## src/rtl/switch_debounce_pkg.sv

```systemverilog
// Shared types and constants for the switch/key debouncer.
package switch_debounce_pkg;

    // Per-channel FSM state: STABLE waits for a difference, CANDIDATE times it.
    typedef enum logic {
        ST_STABLE    = 1'b0,
        ST_CANDIDATE = 1'b1
    } dbc_state_e;

    // DE10-Nano board clock.
    localparam int unsigned CLK_HZ = 50_000_000;

    // 20 ms worth of board clock cycles, the default settle window.
    localparam int unsigned DEBOUNCE_20MS = CLK_HZ / 50;

endpackage : switch_debounce_pkg

```

## src/rtl/debounce_channel.sv

```systemverilog
// Single-bit synchronizer plus debounce FSM with registered rise/fall pulses.
module debounce_channel
    import switch_debounce_pkg::*;
#(
    parameter int unsigned DEBOUNCE_CYCLES = DEBOUNCE_20MS,
    parameter int unsigned SYNC_STAGES     = 2,
    parameter logic        RESET_LEVEL     = 1'b0
) (
    input  logic clk,
    input  logic rst_n,
    input  logic sw_raw_i,
    output logic sw_db_o,
    output logic rise_o,
    output logic fall_o
);

    localparam int unsigned CW = $clog2(DEBOUNCE_CYCLES + 1);
    // Count value on the edge that completes a full stable run.
    localparam logic [CW-1:0] CntLast = CW'(DEBOUNCE_CYCLES - 1);

    logic [SYNC_STAGES-1:0] sync_q;
    logic                   sync_s;

    dbc_state_e    state_q, state_d;
    logic [CW-1:0] cnt_q, cnt_d;
    logic          db_q, db_d;
    logic          rise_q, rise_d;
    logic          fall_q, fall_d;

    // Metastability chain; only the last stage feeds the FSM.
    always_ff @(posedge clk or negedge rst_n) begin
        if (!rst_n) begin
            sync_q <= {SYNC_STAGES{RESET_LEVEL}};
        end else begin
            sync_q <= {sync_q[SYNC_STAGES-2:0], sw_raw_i};
        end
    end

    assign sync_s = sync_q[SYNC_STAGES-1];

    // Next-state: time how long the synchronized level differs from the accepted one.
    always_comb begin
        state_d = state_q;
        cnt_d   = cnt_q;
        db_d    = db_q;
        rise_d  = 1'b0;
        fall_d  = 1'b0;
        case (state_q)
            ST_STABLE: begin
                if (sync_s != db_q) begin
                    state_d = ST_CANDIDATE;
                    cnt_d   = CW'(1);
                end else begin
                    cnt_d = '0;
                end
            end
            ST_CANDIDATE: begin
                if (sync_s == db_q) begin
                    // Bounce: throw away the partial run.
                    state_d = ST_STABLE;
                    cnt_d   = '0;
                end else if (cnt_q == CntLast) begin
                    state_d = ST_STABLE;
                    cnt_d   = '0;
                    db_d    = sync_s;
                    rise_d  = sync_s;
                    fall_d  = ~sync_s;
                end else begin
                    cnt_d = cnt_q + CW'(1);
                end
            end
        endcase
    end

    // FSM, counter, accepted level and edge pulses.
    always_ff @(posedge clk or negedge rst_n) begin
        if (!rst_n) begin
            state_q <= ST_STABLE;
            cnt_q   <= '0;
            db_q    <= RESET_LEVEL;
            rise_q  <= 1'b0;
            fall_q  <= 1'b0;
        end else begin
            state_q <= state_d;
            cnt_q   <= cnt_d;
            db_q    <= db_d;
            rise_q  <= rise_d;
            fall_q  <= fall_d;
        end
    end

    assign sw_db_o = db_q;
    assign rise_o  = rise_q;
    assign fall_o  = fall_q;

endmodule : debounce_channel

```

## src/rtl/switch_debounce.sv

```systemverilog
// Multi-channel switch/key synchronizer and debouncer; channels are independent.
module switch_debounce
    import switch_debounce_pkg::*;
#(
    parameter int unsigned N_CH            = 4,
    parameter int unsigned DEBOUNCE_CYCLES = DEBOUNCE_20MS,
    parameter int unsigned SYNC_STAGES     = 2,
    parameter logic        RESET_LEVEL     = 1'b0
) (
    input  logic            clk,
    input  logic            rst_n,
    input  logic [N_CH-1:0] sw_raw_i,
    output logic [N_CH-1:0] sw_db_o,
    output logic [N_CH-1:0] rise_o,
    output logic [N_CH-1:0] fall_o
);

    for (genvar i = 0; i < N_CH; i++) begin : g_ch
        debounce_channel #(
            .DEBOUNCE_CYCLES (DEBOUNCE_CYCLES),
            .SYNC_STAGES     (SYNC_STAGES),
            .RESET_LEVEL     (RESET_LEVEL)
        ) u_ch (
            .clk      (clk),
            .rst_n    (rst_n),
            .sw_raw_i (sw_raw_i[i]),
            .sw_db_o  (sw_db_o[i]),
            .rise_o   (rise_o[i]),
            .fall_o   (fall_o[i])
        );
    end

endmodule : switch_debounce

```

## config.mk

```make
export PLATFORM = sky130hd
export DESIGN_NAME = switch_debounce
export DESIGN_NICKNAME = d
export VERILOG_FILES = /design/src/rtl/switch_debounce_pkg.sv /design/src/rtl/debounce_channel.sv /design/src/rtl/switch_debounce.sv
export SDC_FILE = /design/constraint.sdc
export NUM_CORES = 1
export LEC_CHECK = 0
export BUFFER_PORTS_ARGS = -buffer_cell sky130_fd_sc_hd__buf_2
export CAP_MARGIN = 20
export CORE_ASPECT_RATIO = 0.6
export CORE_MARGIN = 2
export CORE_UTILIZATION = 56
export CTS_CLUSTER_SIZE = 8
export DETAILED_ROUTE_END_ITERATION = 10
export PLACE_DENSITY = 0.83
export SYNTH_ARGS = -nofsm -noshare
export SYNTH_HDL_FRONTEND = slang
export SYNTH_HIERARCHICAL = 1
export SYNTH_SLANG_ARGS = --single-unit
```

## constraint.sdc

```tcl
create_clock -name clk -period 1.8 [get_ports clk]
set_clock_uncertainty 0.15 [all_clocks]
set_input_delay 0.18 -clock clk [delete_from_list [all_inputs] [get_ports clk]]
set_output_delay 0.18 -clock clk [all_outputs]
set_load 0.02 [all_outputs]
```

# Word-level counts from Yosys, hierarchy flattened
# Index checks and enable logic that the tools add are counted.
# totals
regBits,104
out_inout_bits,12
word_cells,112
# op_classes
addsub,4
eq_ne,12
muxes,56
n_bitwise,12
n_reduce_logical,4
# ops
cell,n
$mux 20,8
$pmux 20 s2,4
$add 20x1->20 const B,4
$eq 20x20->1 const B,4
$mux 1,40
$not 1->1,12
$reduce_and 3->1,4
$pmux 1 s2,4
$eq 1x1->1,4
$ne 1x1->1,4

# Depth between registers and ports, before layout
# Gate-level depths: netlist (run 1).
# logic_depth
ltp_word,4
mapped_depth,7
depth_no_buf,5

# Cells and area by module
# Netlist (run 1), hierarchy kept.
# modules_own_cells
module,instances,cells_per_inst,area_each_um2,seq_area_each_um2
debounce_channel,4,120,1234.9,650.6

# Worst setup path after synthesis (run 1)
# No wires, ideal clock.
# synth_path
kind,reg2reg
start,register g_ch[0].u_ch.cnt_q[0]
end,register g_ch[0].u_ch.cnt_q[10]
setup_time_ns,0.121
t_arrival_ns,1.624
required_ns,1.529
path_slack_ns,-0.095
path_stages_with_launch,8
period_less_slack_ns,1.895
cell_sequence,dfrtp_1 -> ha_1 -> and4_2 -> clkbuf_2 -> nand2_1 -> o21ai_2 -> buf_2 -> nor2_1
# synth_via
elab_chain_cells,4
# synth_rtl
element,line_no,rtl
from (decl),debounce_channel.sv:25,"logic [CW-1:0] cnt_q, cnt_d;"
from (signal assigned),debounce_channel.sv:85,cnt_q <= cnt_d;
$add 20x1->20 or $eq 20x20->1 (tied branches),"debounce_channel.sv:69, debounce_channel.sv:62",
$mux 20 (*),debounce_channel.sv:62,end else if (cnt_q == CntLast) begin
$mux 20 (*),debounce_channel.sv:58,if (sync_s == db_q) begin
$pmux 20 s2 (*),debounce_channel.sv:48,case (state_q)
named net g_ch[0].u_ch.cnt_d[10],debounce_channel.sv:25,
# Mark *: on every way through the listed nets, which the timed path passes. The rest lies on a longest branch.
# A chain may end at the register's enable or synchronous reset.

# Final worst setup path (run 1)
# layout_path
start,register g_ch[1].u_ch.cnt_q[6]
end,register g_ch[1].u_ch.cnt_q[10]
# layout_via
elab_chain_cells,4
# layout_rtl
element,line_no
from (decl),debounce_channel.sv:25
from (signal assigned),debounce_channel.sv:85
$add 20x1->20 or $eq 20x20->1 (tied branches),"debounce_channel.sv:69, debounce_channel.sv:62"
$mux 20 (*),debounce_channel.sv:62
$mux 20 (*),debounce_channel.sv:58
$pmux 20 s2 (*),debounce_channel.sv:48
named net g_ch[1].u_ch.cnt_d[10],debounce_channel.sv:25
# Marked as above.

==> results of run 1 <==
stage by stage:
stage               setup TNS [ns]  util (%)
finish                       -4.79      83.0
global route                 -8.75      83.0
CTS                        -0.0276      77.6
detailed placement           -2.83      70.2
global placement            -0.262      70.2
floorplan                        0         -
worst min-delay path by stage:
| stage | end | startpoint | slack, ns | depth (start not counted) |
|---|---|---|---|---|
| 2_1_floorplan | g_ch[0].u_ch/cnt_q[0] | rst_n | -0.27 | 0 |
| 3_5_place_dp | g_ch[1].u_ch/cnt_q[6] | rst_n | 0.14 | 2 |
| 3_3_place_gp | g_ch[1].u_ch/cnt_q[5] | rst_n | 0.14 | 2 |
| 4_1_cts | g_ch[1].u_ch/sync_q[1] | g_ch[1].u_ch/sync_q[0] | 0.21 | 0 |
| 5_1_grt | g_ch[1].u_ch/sync_q[1] | g_ch[1].u_ch/sync_q[0] | 0.23 | 0 |
| 6_report | g_ch[1].u_ch/sync_q[1] | g_ch[1].u_ch/sync_q[0] | 0.20 | 0 |
power by group:
group / internal (mW) / switching [mW]
logic: 0.0924 / 0.146
registers: 2.36 / 0.0206
clock network: 0.953 / 0.941
worst max-delay path: cells and delay by family, from the launching register on:
family          cells  cell delay (ns)
simple gates        3             0.58
flops               1             0.47
buf+inv             2             0.39
compound gates      1             0.22
timing repair:
item	CTS	global route
cloned	1	2
resized for setup	37	92
setup buffers	22	13
endpoints found under the setup margin	72	87
endpoints found under the hold margin	108	0
pin swaps	22	39
hold buffers	5	0
synthesized netlist by cell type (8+ instances only):
library cell | n | share of area, %
buf_2 | 8 | 0.81
and3_1 | 8 | 1.0
inv_1 | 12 | 0.91
o21ai_0 | 8 | 0.81
and4_1 | 8 | 1.4
or4_1 | 12 | 1.8
nor3_1 | 8 | 0.81
nand4_1 | 20 | 2.5
a21oi_1 | 24 | 2.4
nor2_1 | 68 | 5.2
nand2_1 | 28 | 2.1
nand3_1 | 24 | 2.4
nor4_1 | 16 | 2.0
xnor2_1 | 24 | 4.3
or3_1 | 12 | 1.5
and3b_1 | 8 | 1.4
o31ai_1 | 12 | 1.8
dfrtp_1 | 104 | 53
xor2_1 | 32 | 5.7
cell families (layout without fill, tap and decap cells):
group                    count (synthesis)  after routing  share of synthesized area, %
AO/OA/AOI/OAI                           52             52                          6.38
XOR/XNOR                                56             56                          9.93
adder cells (fa/ha/maj)                  4              4                          1.01
buffers and inverters                   28            184                          2.74
flip-flops                             104            104                          52.7
multiplexers                             4              4                         0.912
AND/OR/NAND/NOR                        232            232                          26.3
final cells by class:
cell class                 instances  area, um2  area share, %
multi-input combinational        348       2760           39.0
sequential                       104       2630           37.1
timing repair buffer             157       1230           17.3
clock inverter                     6       53.8          0.760
inverter                          12       45.0          0.636
tap                              112        140           1.98
clock buffer                       9        225           3.18
flip-flops by register name (all words and copies together) (netlist names):
signal and count:
g_ch.u_ch/cnt_q 80, g_ch.u_ch/state_q 4, g_ch.u_ch/sw_db_o 4, g_ch.u_ch/rise_o 4, g_ch.u_ch/sync_q 8, g_ch.u_ch/fall_o 4
cells in the final DEF (no fill, tap or decap), drive strengths merged:
cell	n
buf	152
o21ai	12
inv	14
clkinvlp	3
nor2	68
nand2	28
and3	8
xor2	32
clkinv	1
ha	4
or3	12
xnor2	24
or4	12
nor3	8
a21oi	24
dlygate4sd3	5
mux2	4
dfrtp	104
clkbuf	9
nor4	16
o21bai	4
nor4b	4
o31ai	12
nand4	24
and4	12
nand3	28
nand4b	4
and3b	8
layer usage:
metal	track usage (%)	routed length, um	up-vias
met1	36.4	5970	2285
met3	7.26	1150	65
li1	-	-	2017
met2	49.1	7690	245
met4	10.2	513	0
met5	0	0	-
==> impl_metrics.py, run 1 <==
metrics = {
    "grt": {
        "grt_pass1_wl_mm": 22.0,
        "grt_overflow_total": 0,
        "first_global_vias": 4538,
        "grt_max_degree": 105,
        "grt_usage_pct": 28.9,
        "antenna_found_initial": 0,
    },
    "finish": {
        "finalInstanceArea_um2": 7080,
        "nets": 642,
        "antenna_cells": 0,
        "layout-drive-gt1-share_pct": 45.3,
        "final_cell_count_no_fill": 748,
        "syn2layout_area_growth_pct": 43.3,
        "fill_cells": 446,
    },
    "setup_path": {
        "reg2reg_depth": 6,
        "regToRegStartpoint": "g_ch[1].u_ch/cnt_q[6]",
        "cp.arrival_ns": 2.02,
        "critPathKind": "reg2reg",
        "crit_path_start": "g_ch[1].u_ch/cnt_q[6]",
        "crit_fanout": 6,
        "r2r_end": "g_ch[1].u_ch/cnt_q[10]",
        "cp_slowest_cell": "dfrtp_2",
        "r2r_slack_ns": -0.13,
        "critPathMaxStageDelay_ns": 0.47,
        "cp.required_ns": 1.89,
        "crit_path_start_kind": "register",
        "endpoint_kind": "register",
        "endpoint": "g_ch[1].u_ch/cnt_q[10]",
        "cp_cell_sequence": "nor4_4, nand4b_1, buf_4, o21ai_4, buf_8, nor2_4",
    },
    "pwr": {
        "power_density_nw_per_um2": 637,
        "ir_drop_v": 0.000559,
        "power.total_mw": 4.51,
        "p_leak_nw": 3.05,
    },
    "detailed_routing": {
        "viasPerCell": 6.17,
        "wl_mm": 15.3,
        "drtPass1Iterations": 7,
        "drtIter0Drc": 419,
        "antenna_left": 0,
        "avgRoutedWirePerCell_um": 20.5,
        "via_count": 4612,
        "drc": 0,
    },
    "run_status": {
        "violations": "setup timing",
        "status": "complete, but fails checks",
    },
    "die": {
        "rows": 26,
        "die_h_um": 76.8,
        "die_area_um2": 9610,
        "die_w_um": 125,
        "ioPinCount": 18,
        "start_util_pct": 58.0,
        "coreArea_um2": 8520,
    },
    "yosys": {
        "ys_async_sr_fraction_pct": 100,
        "yosys.cell_types.count": 30,
        "ys_warn_count": 6,
        "synthesis.nets": 490,
        "synth_flop_cell": "dfrtp_1",
        "netlist_area_um2": 4940,
        "seq_area_frac_synth_pct": 52.7,
        "avgSynthCellArea_um2": 10.3,
        "synth_edf_count": 0,
        "synth_cells": 480,
        "ys_ff_latch": 104,
    },
    "sta": {
        "final.min_clock_period_ns": 1.93,
        "finalMaxSlewViolations": 0,
        "finalCritPeriodShare_pct": 107,
        "fmax_mhz": 519,
        "timing_hold_violations_final": 0,
        "holdWs_ns": 0.204,
        "finalSetupViolCount": 80,
        "grt_setup_unrepaired": "yes",
        "slew_headroom_pct": 62.2,
        "fin_ws_ns": -0.127,
        "worst_pin_slew_ns": 0.567,
    },
    "clock_network": {
        "ctsLongestPathBuffers": 2,
        "clk_pin_slew_ns": 0.07,
        "cts.sinks": 104,
        "cts_made_buffers": 9,
        "clk_latency_ns": 0.36,
        "cts-root-buf": "clkbuf_16",
        "cts_tree": "built",
        "htree_levels": 3,
    },
    "placed_design": {
        "port_buffers": 17,
        "dp_hpwl_mm": 8.15,
        "gp_congestion": 0.920,
        "pre_cts_ws_ns": -0.112,
        "place_area_um2": 5980,
        "dp_cells": 690,
    },
    "min_path": {
        "hold_path.class": "reg2reg",
    },
    "run": {
        "drv_cap": 0,
    },
}
Power figures use the tool's default switching activity.
==> run 2, diff against run 1 <==
- clock period: 1.8 -> 1.75 ns (I/O delays scaled with it)
==> run 2 against run 1 <==
  * The run still ends with setup timing left
  * Global-route usage increased by 1.8 points
  * Register-to-register slack got worse by 0.098 ns
  * First-iteration DRC count increased by 37%
  * Die area unchanged
  * Combinational power increased by 15%
  * Via count increased by 3.5%
  * Highest routed layer unchanged
  * Design area increased by 4.1%
  * Routed wire length increased by 10%
  * Flip-flop and latch count unchanged
==> impl_metrics.py, run 2 (same netlist as run 1, synthesis figures left out) <==
metrics = {
    "run_status": {
        "status": "complete, but fails checks",
        "violations": "setup timing",
    },
    "finish": {
        "utilization_pct": 86.4,
        "fill_cells": 367,
        "regMostFlops": "g_ch.u_ch/cnt_q",
        "final_cell_count_no_fill": 762,
        "antenna_cells": 0,
        "layout-drive-gt1-share_pct": 49.5,
        "syn2layout_area_growth_pct": 49.1,
        "largest_reg_flops": 80,
        "final_common_cell": "buf_4",
        "nets": 655,
        "reg.largest.list": "g_ch.u_ch/cnt_q (80), g_ch.u_ch/sync_q (8)",
        "layout_common_cells": "buf_4, dfrtp_1, nor2_1",
    },
    "placed_design": {
        "port_buffers": 17,
        "gp_congestion": 0.908,
        "dp_cells": 693,
        "dp_hpwl_mm": 8.36,
    },
    "pwr": {
        "power.total_mw": 4.79,
        "power_density_nw_per_um2": 651,
        "p_leak_nw": 3.22,
        "ir_drop_v": 0.000554,
    },
    "detailed_routing": {
        "via_count": 4775,
        "drtPass1Iterations": 5,
        "avgRoutedWirePerCell_um": 22.2,
        "wl_mm": 16.9,
        "antenna_left": 0,
        "viasPerCell": 6.27,
        "drtIter0Drc": 572,
        "drc": 0,
    },
    "die": {
        "die_h_um": 76.8,
        "coreArea_um2": 8520,
        "ioPinCount": 18,
        "start_util_pct": 58.0,
        "die_area_um2": 9610,
        "rows": 26,
        "die_w_um": 125,
    },
    "clock_network": {
        "ctsLongestPathBuffers": 2,
        "clk_pin_slew_ns": 0.07,
        "cts-root-buf": "clkbuf_16",
        "cts_tree": "built",
        "clk_latency_ns": 0.36,
        "htree_levels": 3,
        "cts_made_buffers": 9,
        "cts.sinks": 104,
    },
    "setup_path": {
        "r2r_slack_ns": -0.23,
        "cp_slowest_cell": "dfrtp_2",
        "cp.required_ns": 1.84,
        "critPathKind": "reg2reg",
        "crit_fanout": 4,
        "cp_num_buf_inv": 1,
        "cp.arrival_ns": 2.06,
        "crit_path_start_kind": "register",
        "reg2reg_depth": 5,
        "r2r_end": "g_ch[0].u_ch/sw_db_o",
        "endpoint_kind": "register",
        "regToRegStartpoint": "g_ch[0].u_ch/cnt_q[7]",
        "critPathMaxStageDelay_ns": 0.47,
        "cp_cell_sequence": "nor4b_4, nand4b_1, buf_6, nor3_4, mux2_4",
        "path_delay_family": "simple AND/OR/NAND/NOR gates",
    },
    "grt": {
        "grt_max_degree": 32,
        "grt_usage_pct": 30.7,
        "first_global_vias": 4675,
        "grt_overflow_total": 0,
        "antenna_found_initial": 0,
        "grt_pass1_wl_mm": 23.2,
    },
    "min_path": {
        "hold_path.class": "in2async",
    },
    "sta": {
        "worst_pin_slew_ns": 0.514,
        "final.min_clock_period_ns": 1.98,
        "finalSetupViolCount": 72,
        "finalCritPeriodShare_pct": 113,
        "fin_ws_ns": -0.225,
        "grt_setup_unrepaired": "yes",
        "timing_hold_violations_final": 0,
        "slew_headroom_pct": 65.4,
        "holdWs_ns": 0.171,
        "setup-tns-final_ns": -7.11,
        "fmax_mhz": 506,
        "finalMaxSlewViolations": 0,
    },
    "run": {
        "drv_cap": 0,
    },
}
[run 2: cell types whose count changed in the layout (fill, tap and decap cells not counted), moves of 4 or more]
cell,change
dfrtp_2,-6
nor4_2,+4
nor2_1,-15
dfrtp_1,+6
nor2_2,+17
or4_1,-4
clkbuf_1,+4
buf_6,+7
or4_4,+4
[run 2: cell type report]
| type | count | area (um2) | share of cell area [%] |
|---|---|---|---|
| clock buffer | 14 | 254 | 3.45 |
| timing repair buffer | 170 | 1390 | 18.9 |
| inverter | 12 | 45.0 | 0.611 |
| multi-input combinational | 348 | 2880 | 39.1 |
| clock inverter | 2 | 38.8 | 0.526 |
| tap | 112 | 140 | 1.90 |
| sequential | 104 | 2620 | 35.6 |
[run 2: power breakdown]
part / leakage [nW] / switching [mW] / internal, mW / total, mW
Combinational: 1.69 / 0.167 / 0.107 / 0.274
Sequential: 1.39 / 0.0276 / 2.43 / 2.46
Clock: 0.141 / 0.908 / 1.15 / 2.06
[run 2: worst register-to-register path, cell delays in order, from the launching register on]
cell and delay [ns]:
dfrtp_2 0.47, nor4b_4 0.31, nand4b_1 0.21, buf_6 0.19
nor3_4 0.19, mux2_4 0.33
[run 2: metal layers]
layer	routed length [um]	share of wire [%]	global-route usage, %	vias up
li1	-	-	-	2054
met1	6520	39	37.7	2371
met2	8410	50	53.0	266
met3	1150	6.8	6.84	84
met4	805	4.8	12.7	0
met5	0	0	0	-
[run 2: how the worst max path moves through the flow]
stage	from	end	cells after the start	slack (ns)
floorplan	g_ch[0].u_ch/cnt_q[5]	g_ch[0].u_ch/cnt_q[17]	6	-0.04
global placement	g_ch[3].u_ch/cnt_q[12]	g_ch[3].u_ch/sw_db_o	5	-0.04
detailed placement	g_ch[0].u_ch/cnt_q[7]	g_ch[0].u_ch/cnt_q[19]	4	-0.11
CTS	g_ch[0].u_ch/cnt_q[7]	g_ch[0].u_ch/sw_db_o	5	-0.09
global route	g_ch[0].u_ch/cnt_q[7]	g_ch[0].u_ch/sw_db_o	5	-0.26
finish	g_ch[0].u_ch/cnt_q[7]	g_ch[0].u_ch/sw_db_o	5	-0.23
[run 2: stage by stage]
step / setup slack [ns] / cell area [um2]
after floorplan: -0.0364 / 5210
after global placement: -0.0402 / 6090
after detailed placement: -0.112 / 6090
after CTS: -0.0935 / 6840
after global routing: -0.260 / 7370
final: -0.225 / 7370
[run 2: repair_timing]
item                                    CTS  global route
resized for setup                        41           117
hold endpoints to repair                108             0
pin swaps                                21            35
buffers inserted                         30            19
gates cloned                              1             2
endpoints found under the setup margin   82            88
hold buffers                              5             0
==> run 3, diff against run 2 <==
- SETUP_SLACK_MARGIN: default -> 0.4
==> run 3 against run 2 <==
  * The run still ends with setup timing left
  * Via count is 5.6% higher
  * Register-to-register slack better by 0.02 ns
  * Clock power hardly changed
  * Routed wire length is 3.7% higher
  * Sequential power hardly changed
  * Utilization is 4.0 points higher
  * First-iteration DRC count is 18% lower
  * Count of clock-buffer cells in the layout is 5 lower
  * Sequential share of layout area is 1.5 points lower
  * Maximum frequency is 1.2% higher
  * Flip-flop and latch count stayed put
  * Largest power group unchanged
==> impl_metrics.py, run 3 (same netlist as run 1, synthesis figures left out) <==
metrics = {
    "run_status": {
        "status": "complete, but fails checks",
        "violations": "setup timing",
    },
    "setup_path": {
        "r2r_end": "g_ch[0].u_ch/cnt_q[17]",
        "cp.arrival_ns": 2.08,
        "cp.required_ns": 1.88,
        "regToRegStartpoint": "g_ch[0].u_ch/cnt_q[10]",
        "crit_fanout": 6,
        "reg2reg_depth": 4,
        "crit_path_start_kind": "register",
        "critPathKind": "reg2reg",
        "r2r_slack_ns": -0.20,
        "endpoint_kind": "register",
    },
    "pwr": {
        "ir_drop_v": 0.000606,
        "power.total_mw": 4.86,
        "clkPwrFrac_pct": 43.1,
        "p_leak_nw": 3.32,
        "internal_power_mw": 3.68,
        "switching_power_mw": 1.18,
        "seqPwrFrac_pct": 50.4,
        "power_density_nw_per_um2": 631,
        "combPwrFrac_pct": 6.5,
        "switching_share_pct": 24.3,
    },
    "finish": {
        "final_common_cell": "buf_4",
        "fill_cells": 324,
        "seqCellArea_um2": 2630,
        "layout_common_cells": "buf_4, dfrtp_1, xor2_1, nor2_2, nor2_4",
        "nets": 670,
        "syn2layout_area_growth_pct": 56.1,
        "utilization_pct": 90.4,
        "final_cell_count_no_fill": 777,
        "antenna_cells": 0,
        "layout-drive-gt1-share_pct": 54.1,
        "regMostFlops": "g_ch.u_ch/cnt_q",
        "largest_reg_flops": 80,
        "multi_input_area_um2": 3010,
        "finalInstanceArea_um2": 7710,
        "reg.largest.list": "g_ch.u_ch/cnt_q (80), g_ch.u_ch/sync_q (8)",
    },
    "placed_design": {
        "pre_cts_ws_ns": -0.120,
        "place_area_um2": 6060,
        "dp_hpwl_mm": 8.01,
        "port_buffers": 17,
        "dp_cells": 689,
        "gp_congestion": 0.911,
    },
    "grt": {
        "antenna_found_initial": 0,
        "grt_pass1_wl_mm": 23.6,
        "first_global_vias": 4742,
        "grt_max_degree": 42,
        "grt_usage_pct": 31.0,
        "grt_overflow_total": 0,
    },
    "detailed_routing": {
        "drc": 0,
        "via_count": 5044,
        "avgRoutedWirePerCell_um": 22.5,
        "drtIter0Drc": 468,
        "viasPerCell": 6.49,
        "wl_mm": 17.5,
        "drtPass1Iterations": 5,
        "antenna_left": 0,
    },
    "sta": {
        "timing_hold_violations_final": 0,
        "worst_pin_slew_ns": 0.472,
        "final.min_clock_period_ns": 1.95,
        "finalMaxSlewViolations": 0,
        "grt_setup_unrepaired": "yes",
        "fin_ws_ns": -0.202,
        "finalSetupViolCount": 86,
        "finalCritPeriodShare_pct": 112,
        "slew_headroom_pct": 68.5,
        "fmax_mhz": 512,
    },
    "die": {
        "die_h_um": 76.8,
        "coreArea_um2": 8520,
        "rows": 26,
        "die_w_um": 125,
        "start_util_pct": 58.0,
        "ioPinCount": 18,
        "die_area_um2": 9610,
    },
    "clock_network": {
        "ctsLongestPathBuffers": 2,
        "clk_latency_ns": 0.36,
        "cts_tree": "built",
        "cts.sinks": 104,
        "clk_pin_slew_ns": 0.07,
        "cts-root-buf": "clkbuf_16",
        "htree_levels": 3,
        "cts_made_buffers": 9,
    },
    "run": {
        "drv_cap": 0,
    },
    "min_path": {
        "hold_path.class": "in2async",
    },
}
-- run 3: cell types whose count changed in the layout (fill, tap and decap cells not counted), moves of 4 or more --
cell | before | now
dfrtp_1 | 89 | 85
or4_4 | 9 | 5
buf_6 | 13 | 22
nor2_1 | 30 | 14
nor2_4 | 13 | 27
or4_1 | 3 | 7
buf_4 | 127 | 132
clkbuf_1 | 4 | 0
dfrtp_2 | 15 | 19
-- run 3: how the worst max path moves through the flow --
stage / start / end / slack (ns) / cells after the start
after floorplan: g_ch[0].u_ch/cnt_q[5] / g_ch[0].u_ch/cnt_q[17] / -0.04 / 6
after global placement: g_ch[1].u_ch/cnt_q[0] / g_ch[1].u_ch/fall_o / -0.03 / 6
after detailed placement: g_ch[2].u_ch/cnt_q[6] / g_ch[2].u_ch/cnt_q[19] / -0.12 / 4
after CTS: g_ch[0].u_ch/cnt_q[0] / g_ch[0].u_ch/cnt_q[18] / -0.05 / 5
after global routing: g_ch[0].u_ch/cnt_q[10] / g_ch[0].u_ch/cnt_q[17] / -0.28 / 4
final: g_ch[0].u_ch/cnt_q[10] / g_ch[0].u_ch/cnt_q[17] / -0.20 / 4
-- run 3: layout make-up --
| type | instances | area share (%) |
|---|---|---|
| clock buffers | 9 | 2.92 |
| clock inverters | 7 | 1.02 |
| inverters | 12 | 0.584 |
| multi-input cells | 348 | 39.0 |
| flip-flops and latches | 104 | 34.1 |
| well taps | 112 | 1.82 |
| repair buffers | 185 | 20.6 |
-- run 3: stage by stage --
step	hold WS (ns)	TNS (ns)
floorplan	-0.271	-0.682
global placement	-0.00283	-0.111
detailed placement	0.00142	-1.27
CTS	0.162	-0.554
global route	0.185	-14.78
finish	0.174	-9.81
-- run 3: power by group through the flow --
stage	combinational (mW)	clock [mW]	sequential, mW
CTS	0.245	2.09	2.45
finish	0.316	2.09	2.45
global route	0.339	2.21	2.46
global placement	0.179	0	2.50
detailed placement	0.185	0	2.50
floorplan	0.0812	0	2.49
-- run 3: routing by layer --
layer  wire (um)  vias up  global-route usage [%]  share of wire, %
li1            -     2084                       -                 -
met1        6620     2531                    39.0                38
met2        8510      320                    53.1                49
met3        1470      109                    6.70               8.4
met4         915        0                    12.1               5.2
met5           0        -                       0                 0
-- run 3: worst max-delay path, cell delays in order (launching register included) --
cell and delay (ns):
dfrtp_2 0.47, and4_1 0.23, nand4_1 0.22, or4_1 0.60, a21oi_2 0.20
-- run 3: repair_timing --
item                                    in CTS  in global routing
cloned                                       2                  6
endpoints found under the hold margin       67                  0
hold buffers                                 5                  0
buffers inserted                            42                 17
gates resized for setup                     96                 91
endpoints found under the setup margin      96                 96
pin swaps                                   32                 30
